<file path="src/rtl/fetch_unit.sv">
`timescale 1ns/1ps
// Instruction-fetch stage: owns the PC, drives a single-outstanding instruction memory
// port and produces the IF/ID register. Decode redirects flush IF/ID. A fetch that is
// still in flight when a redirect arrives is squashed.
module fetch_unit #(
    parameter int unsigned     XLEN      = 32,
    parameter logic [XLEN-1:0] RESET_PC  = 32'h0000_0000,
    parameter logic [XLEN-1:0] NOP_INSTR = 32'h0000_0013
) (
    input  logic            clk,
    input  logic            rst,
    input  logic            stall_fetch,
    input  logic            br_true,
    input  logic            jal_take,
    input  logic            jalr_take,
    input  logic [XLEN-1:0] br_decode,
    input  logic [XLEN-1:0] jal_decode,
    input  logic [XLEN-1:0] jalr_decode,
    output logic            imem_req,
    output logic [XLEN-1:0] imem_addr,
    input  logic            imem_rvalid,
    input  logic [XLEN-1:0] imem_rdata,
    output logic [XLEN-1:0] pc_decode,
    output logic [XLEN-1:0] instr_decode,
    output logic            valid_decode,
    output logic            misalign_err
);

    typedef enum logic [1:0] {StIdle, StWait, StHold} state_e;

    state_e          state_q, state_d;
    logic [XLEN-1:0] pc_q, pc_d;
    logic [XLEN-1:0] inflight_q, inflight_d;  // address of a squashed request still in flight
    logic            squash_q, squash_d;
    logic [XLEN-1:0] buf_pc_q, buf_pc_d;
    logic [XLEN-1:0] buf_instr_q, buf_instr_d;
    logic [XLEN-1:0] pc_dec_q, pc_dec_d;
    logic [XLEN-1:0] instr_dec_q, instr_dec_d;
    logic            valid_dec_q, valid_dec_d;
    logic            misalign_q, misalign_d;

    logic            redirect;
    logic [XLEN-1:0] target_raw;
    logic [XLEN-1:0] target;
    logic            fresh_rsp;

    assign redirect  = jalr_take | jal_take | br_true;
    assign fresh_rsp = (state_q == StWait) && imem_rvalid && !squash_q;

    // Redirect target selection: jalr beats jal beats branch; low bits forced to zero.
    always_comb begin
        if (jalr_take) begin
            target_raw = jalr_decode;
        end else if (jal_take) begin
            target_raw = jal_decode;
        end else begin
            target_raw = br_decode;
        end
        target = {target_raw[XLEN-1:2], 2'b00};
    end

    // FSM state register.
    always_ff @(posedge clk or posedge rst) begin
        if (rst) begin
            state_q <= StIdle;
        end else begin
            state_q <= state_d;
        end
    end

    // FSM next state: a redirect always lands in WAIT so no HOLD entry survives a flush.
    always_comb begin
        state_d = state_q;
        unique case (state_q)
            StIdle: state_d = StWait;
            StWait: if (!redirect && fresh_rsp && stall_fetch) state_d = StHold;
            StHold: if (redirect || !stall_fetch) state_d = StWait;
            default: state_d = StIdle;
        endcase
    end

    // FSM outputs: while squashing, the old address stays on the bus until its response.
    always_comb begin
        imem_req  = (state_q == StWait);
        imem_addr = squash_q ? inflight_q : pc_q;
    end

    // Datapath next state: PC, squash tracking, skid buffer and IF/ID register.
    always_comb begin
        pc_d        = pc_q;
        inflight_d  = inflight_q;
        squash_d    = squash_q;
        buf_pc_d    = buf_pc_q;
        buf_instr_d = buf_instr_q;
        pc_dec_d    = pc_dec_q;
        instr_dec_d = instr_dec_q;
        valid_dec_d = valid_dec_q;
        misalign_d  = 1'b0;
        if (redirect) begin
            pc_d        = target;
            instr_dec_d = NOP_INSTR;
            valid_dec_d = 1'b0;
            misalign_d  = |target_raw[1:0];
            if ((state_q == StWait) && !imem_rvalid) begin
                // Keep the original in-flight address if already squashing.
                squash_d = 1'b1;
                if (!squash_q) inflight_d = pc_q;
            end else begin
                squash_d = 1'b0;
            end
        end else begin
            unique case (state_q)
                StWait: begin
                    if (imem_rvalid && squash_q) begin
                        squash_d = 1'b0;
                        if (!stall_fetch) begin
                            instr_dec_d = NOP_INSTR;
                            valid_dec_d = 1'b0;
                        end
                    end else if (imem_rvalid && stall_fetch) begin
                        buf_pc_d    = pc_q;
                        buf_instr_d = imem_rdata;
                        pc_d        = pc_q + XLEN'(4);
                    end else if (imem_rvalid) begin
                        pc_dec_d    = pc_q;
                        instr_dec_d = imem_rdata;
                        valid_dec_d = 1'b1;
                        pc_d        = pc_q + XLEN'(4);
                    end else if (!stall_fetch) begin
                        instr_dec_d = NOP_INSTR;
                        valid_dec_d = 1'b0;
                    end
                end
                StHold: begin
                    if (!stall_fetch) begin
                        pc_dec_d    = buf_pc_q;
                        instr_dec_d = buf_instr_q;
                        valid_dec_d = 1'b1;
                    end
                end
                default: ;
            endcase
        end
    end

    // Datapath registers.
    always_ff @(posedge clk or posedge rst) begin
        if (rst) begin
            pc_q        <= RESET_PC;
            inflight_q  <= '0;
            squash_q    <= 1'b0;
            buf_pc_q    <= '0;
            buf_instr_q <= NOP_INSTR;
            pc_dec_q    <= '0;
            instr_dec_q <= NOP_INSTR;
            valid_dec_q <= 1'b0;
            misalign_q  <= 1'b0;
        end else begin
            pc_q        <= pc_d;
            inflight_q  <= inflight_d;
            squash_q    <= squash_d;
            buf_pc_q    <= buf_pc_d;
            buf_instr_q <= buf_instr_d;
            pc_dec_q    <= pc_dec_d;
            instr_dec_q <= instr_dec_d;
            valid_dec_q <= valid_dec_d;
            misalign_q  <= misalign_d;
        end
    end

    assign pc_decode    = pc_dec_q;
    assign instr_decode = instr_dec_q;
    assign valid_decode = valid_dec_q;
    assign misalign_err = misalign_q;

endmodule

</file>
<file path="config.mk">
export PLATFORM = sky130hd
export DESIGN_NAME = fetch_unit
export DESIGN_NICKNAME = d
export VERILOG_FILES = /design/src/rtl/fetch_unit.sv
export SDC_FILE = /design/constraint.sdc
export NUM_CORES = 1
export LEC_CHECK = 0
export ABC_AREA = 0
export ABC_CLOCK_PERIOD_IN_PS = 7500
export BUFFER_PORTS_ARGS = -buffer_cell sky130_fd_sc_hd__buf_2
export CORE_ASPECT_RATIO = 1.75
export CORE_MARGIN = 3
export CORE_UTILIZATION = 30
export CTS_CLUSTER_SIZE = 20
export DETAILED_ROUTE_END_ITERATION = 7
export GPL_ROUTABILITY_DRIVEN = 0
export PLACE_DENSITY_LB_ADDON = 0.3
export SETUP_SLACK_MARGIN = 0.1
export SYNTH_ARGS = -nofsm -noshare
export SYNTH_HDL_FRONTEND = slang
export SYNTH_SLANG_ARGS = --single-unit
</file>
<file path="constraint.sdc">
create_clock -name clk -period 7.5 [get_ports clk]
set_input_delay 1.5 -clock clk [delete_from_list [all_inputs] [get_ports clk]]
set_output_delay 1.5 -clock clk [all_outputs]
set_load 0.005 [all_outputs]
</file>
==> flow_summary.toml <==
[worst_hold_path]
whs_path_depth = 2
hp-class = "register to register"

[synthesis]
postSynthCellCount = 993
synth-edff-count = 0
netlist.top_cell.by_area = "dfrtp_1"
synth-seq-area-share_pct = 48.7
synth.avg_cell_area_um2 = 9.91
syn_area_um2 = 9840
synth.area.top_cells = "dfrtp_1 (47%), mux2_2 (11%), nand2_1 (6.5%), o21ai_0 (4.5%), nand3_1 (3.6%)"
ys_warn_count = 0
synthArstFlopShare_pct = 100
synth_ff_type = "dfrtp_1"
ys_ff_latch = 191
synth_top_cell_area_share_pct = 47.0
synthDistinctLibCells = 65

[run]
maxCapViolations = 0

[final_layout]
post-route-util_pct = 36.5
synthToLayoutAreaGrowth_pct = 20.0
layout_commonest_cell = "buf_2"
final_nets = 1301
insertedDiodeCount = 0
mostFrequentLayoutCells = "buf_2 (231), dfrtp_1 (184), nand2_1 (170)"
drive_gt1_share_pct = 33.2

[global_routing]
grt_pass1_wl_um = 48000
overflow = 0
antenna_found_initial = 0
grtUsageTotal_pct = 17.9
grt_pass1_vias = 8213
grt_max_degree = 129

[timing]
setup_viol = 0
hold_viol_final = 0
drv_slew = 0
period_needed_ns = 3.73
slew_headroom_pct = 28.1
rsz0062_at_grt = "false"
timing.fmax_ghz = 0.268
fin_crit_sh_pct = 49.7
clock_skew_ns = 0.0120
setup_tns_ns = 0
worstMarginPinSlew_ns = 1.08

[place]
io_buffers = 231
dp_hpwl_um = 22400

[worst_setup_path]
crit_chain = "buf_2 -> and4bb_1 -> nand3_4 -> mux2_1"
cp-start-kind = "input port"
critical_path_buf_inv_count = 1
end_kind = "register"
path_class = "input port to register"
slowest_stage = "nand3_4"
critPathTopFamily = "simple AND/OR/NAND/NOR gates"
cp_max_fo = 70
worstPathRequired_ns = 7.82
critPathArrivalTime_ns = 4.05
path_depth = 4
ff2ff_path_depth = 3
critPathMaxStageDelay_ns = 0.92

[die]
die_area_um2 = 35100
io_pins = 234
initial_core_util_pct = 30.4
die_h_um = 246
core_um2 = 32300
die_x_um = 143
rows = 87

[power]
switchingPower_uw = 825
p_sw_share_pct = 29.3
power.density_nw_per_um2 = 238
ir_drop_mv = 0.148
pwr-share-seq_pct = 47.8
pwr-share-clk_pct = 33.8
pwr-share-comb_pct = 18.4
p_int_mw = 1.99
p_leak_nw = 5.81

[clocking]
cts_resized = 0
cts_hold_buf = 0
clockBufferDepth = 2
cts_setup_buffers = 0
clk_pin_slew_ns = 0.07
numCtsBuffers = 17
clock_latency_ns = 0.45
cts-root-buf = "clkbuf_16"
clock_sinks = 191
cts_tree = "built"
htreeDepth = 4

[route]
wl_per_cell_um = 20.0
first_pass_iters = 5
ant_nets = 0
drt_iter0_markers = 362
drt-vias-per-instance = 5.26
drc = 0
route.vias.total = 8293
drt-total-wl_um = 31500

[outcome]
status = "completed"
## routing by layer
metal  track usage [%]  part of all wire, %  vias up
met5                 0                    0        -
met4              8.37                  3.6        0
met3              3.13                  4.4       46
met2              31.9                   53      248
met1              20.4                   39     4078
li1                  -                    -     3921
## sequential cells by signal, summed over array words and instances (netlist names)
signal and flops:
buf_instr_q 32, buf_pc_q 30, inflight_q 32, instr_decode 32
misalign_err 1, pc_decode 30, pc_q 30, squash_q 1
state_q 2, valid_decode 1
## cell usage after synthesis (4+ instances only)
master,number
dfrtp_1,185
nand2_1,170
mux2_2,99
o21ai_0,88
nand3_1,71
clkbuf_1,45
mux2i_1,31
a21oi_1,29
o2111ai_1,29
nor2_1,26
buf_2,23
a22oi_1,15
inv_1,12
nor3_1,10
o22ai_1,10
a2bb2oi_1,9
nand4_1,9
buf_1,8
mux2_1,7
a221o_1,6
a31oi_1,6
and2_1,6
and3_1,6
dfstp_2,6
o221ai_1,6
buf_6,5
nand2b_1,5
o21a_1,5
and4_1,4
nor3b_1,4
or3_1,4
xnor2_1,4
## final timing paths
kind                              endpoint  slack, ns     startpoint
setup / recovery              buf_pc_q[27]       3.77    imem_rvalid
hold / removal               pc_decode[17]       0.47  pc_decode[17]
setup reg to reg              buf_pc_q[27]       4.03       squash_q
hold reg to reg              pc_decode[17]       0.47  pc_decode[17]
max in group asynchronous         squash_q       4.77            rst
min in group asynchronous  instr_decode[3]       1.23            rst
## power by group through the flow
stage	Sequential (mW)	Clock, mW	Combinational, mW
CTS	1.35	0.981	0.532
global placement	1.36	0	0.518
global route	1.37	1.02	0.580
floorplan	1.31	0	0.333
finish	1.34	0.951	0.516
detailed placement	1.37	0	0.530
## final cells by class
type	count	area, um2
Clock buffer	19	453
Clock inverter	12	153
Fill cell	3204	20500
Inverter	13	56.3
Multi-Input combinational cell	703	4640
Sequential cell	191	4790
Tap cell	400	500
Timing Repair Buffer	239	1220
## logic make-up after synthesis
family	count (synthesis)	share of synthesized area [%]
AOI/OAI and AO/OA	218	14.3
other	1	0.0381
muxes	137	15.3
buffers and inverters	100	4.64
and+or+nand+nor	338	16.3
xor gates and xnor gates	7	0.623
adders and majority gates	1	0.127
DFF	191	48.7
## tightest hold or removal path, cell delays in order (launching register included)
cell     delay (ns)
dfrtp_1        0.34
nand2_1        0.04
o21ai_0        0.05
## stage by stage
step                      setup slack (ns)  hold slack (ns)  power, mW  instances  instance area [um2]
after detailed placement              3.26            0.465       1.90       1546                11200
after CTS                             3.75            0.480       2.86       1577                11800
after global routing                  3.64            0.497       2.96       1577                11800
final                                 3.77            0.473       2.81       1577                11800
after global placement                3.36            0.459       1.88       1546                11200
after floorplan                      0.811            0.449       1.64        994                 9840
No activity file was read; power rests on OpenSTA's default activity.
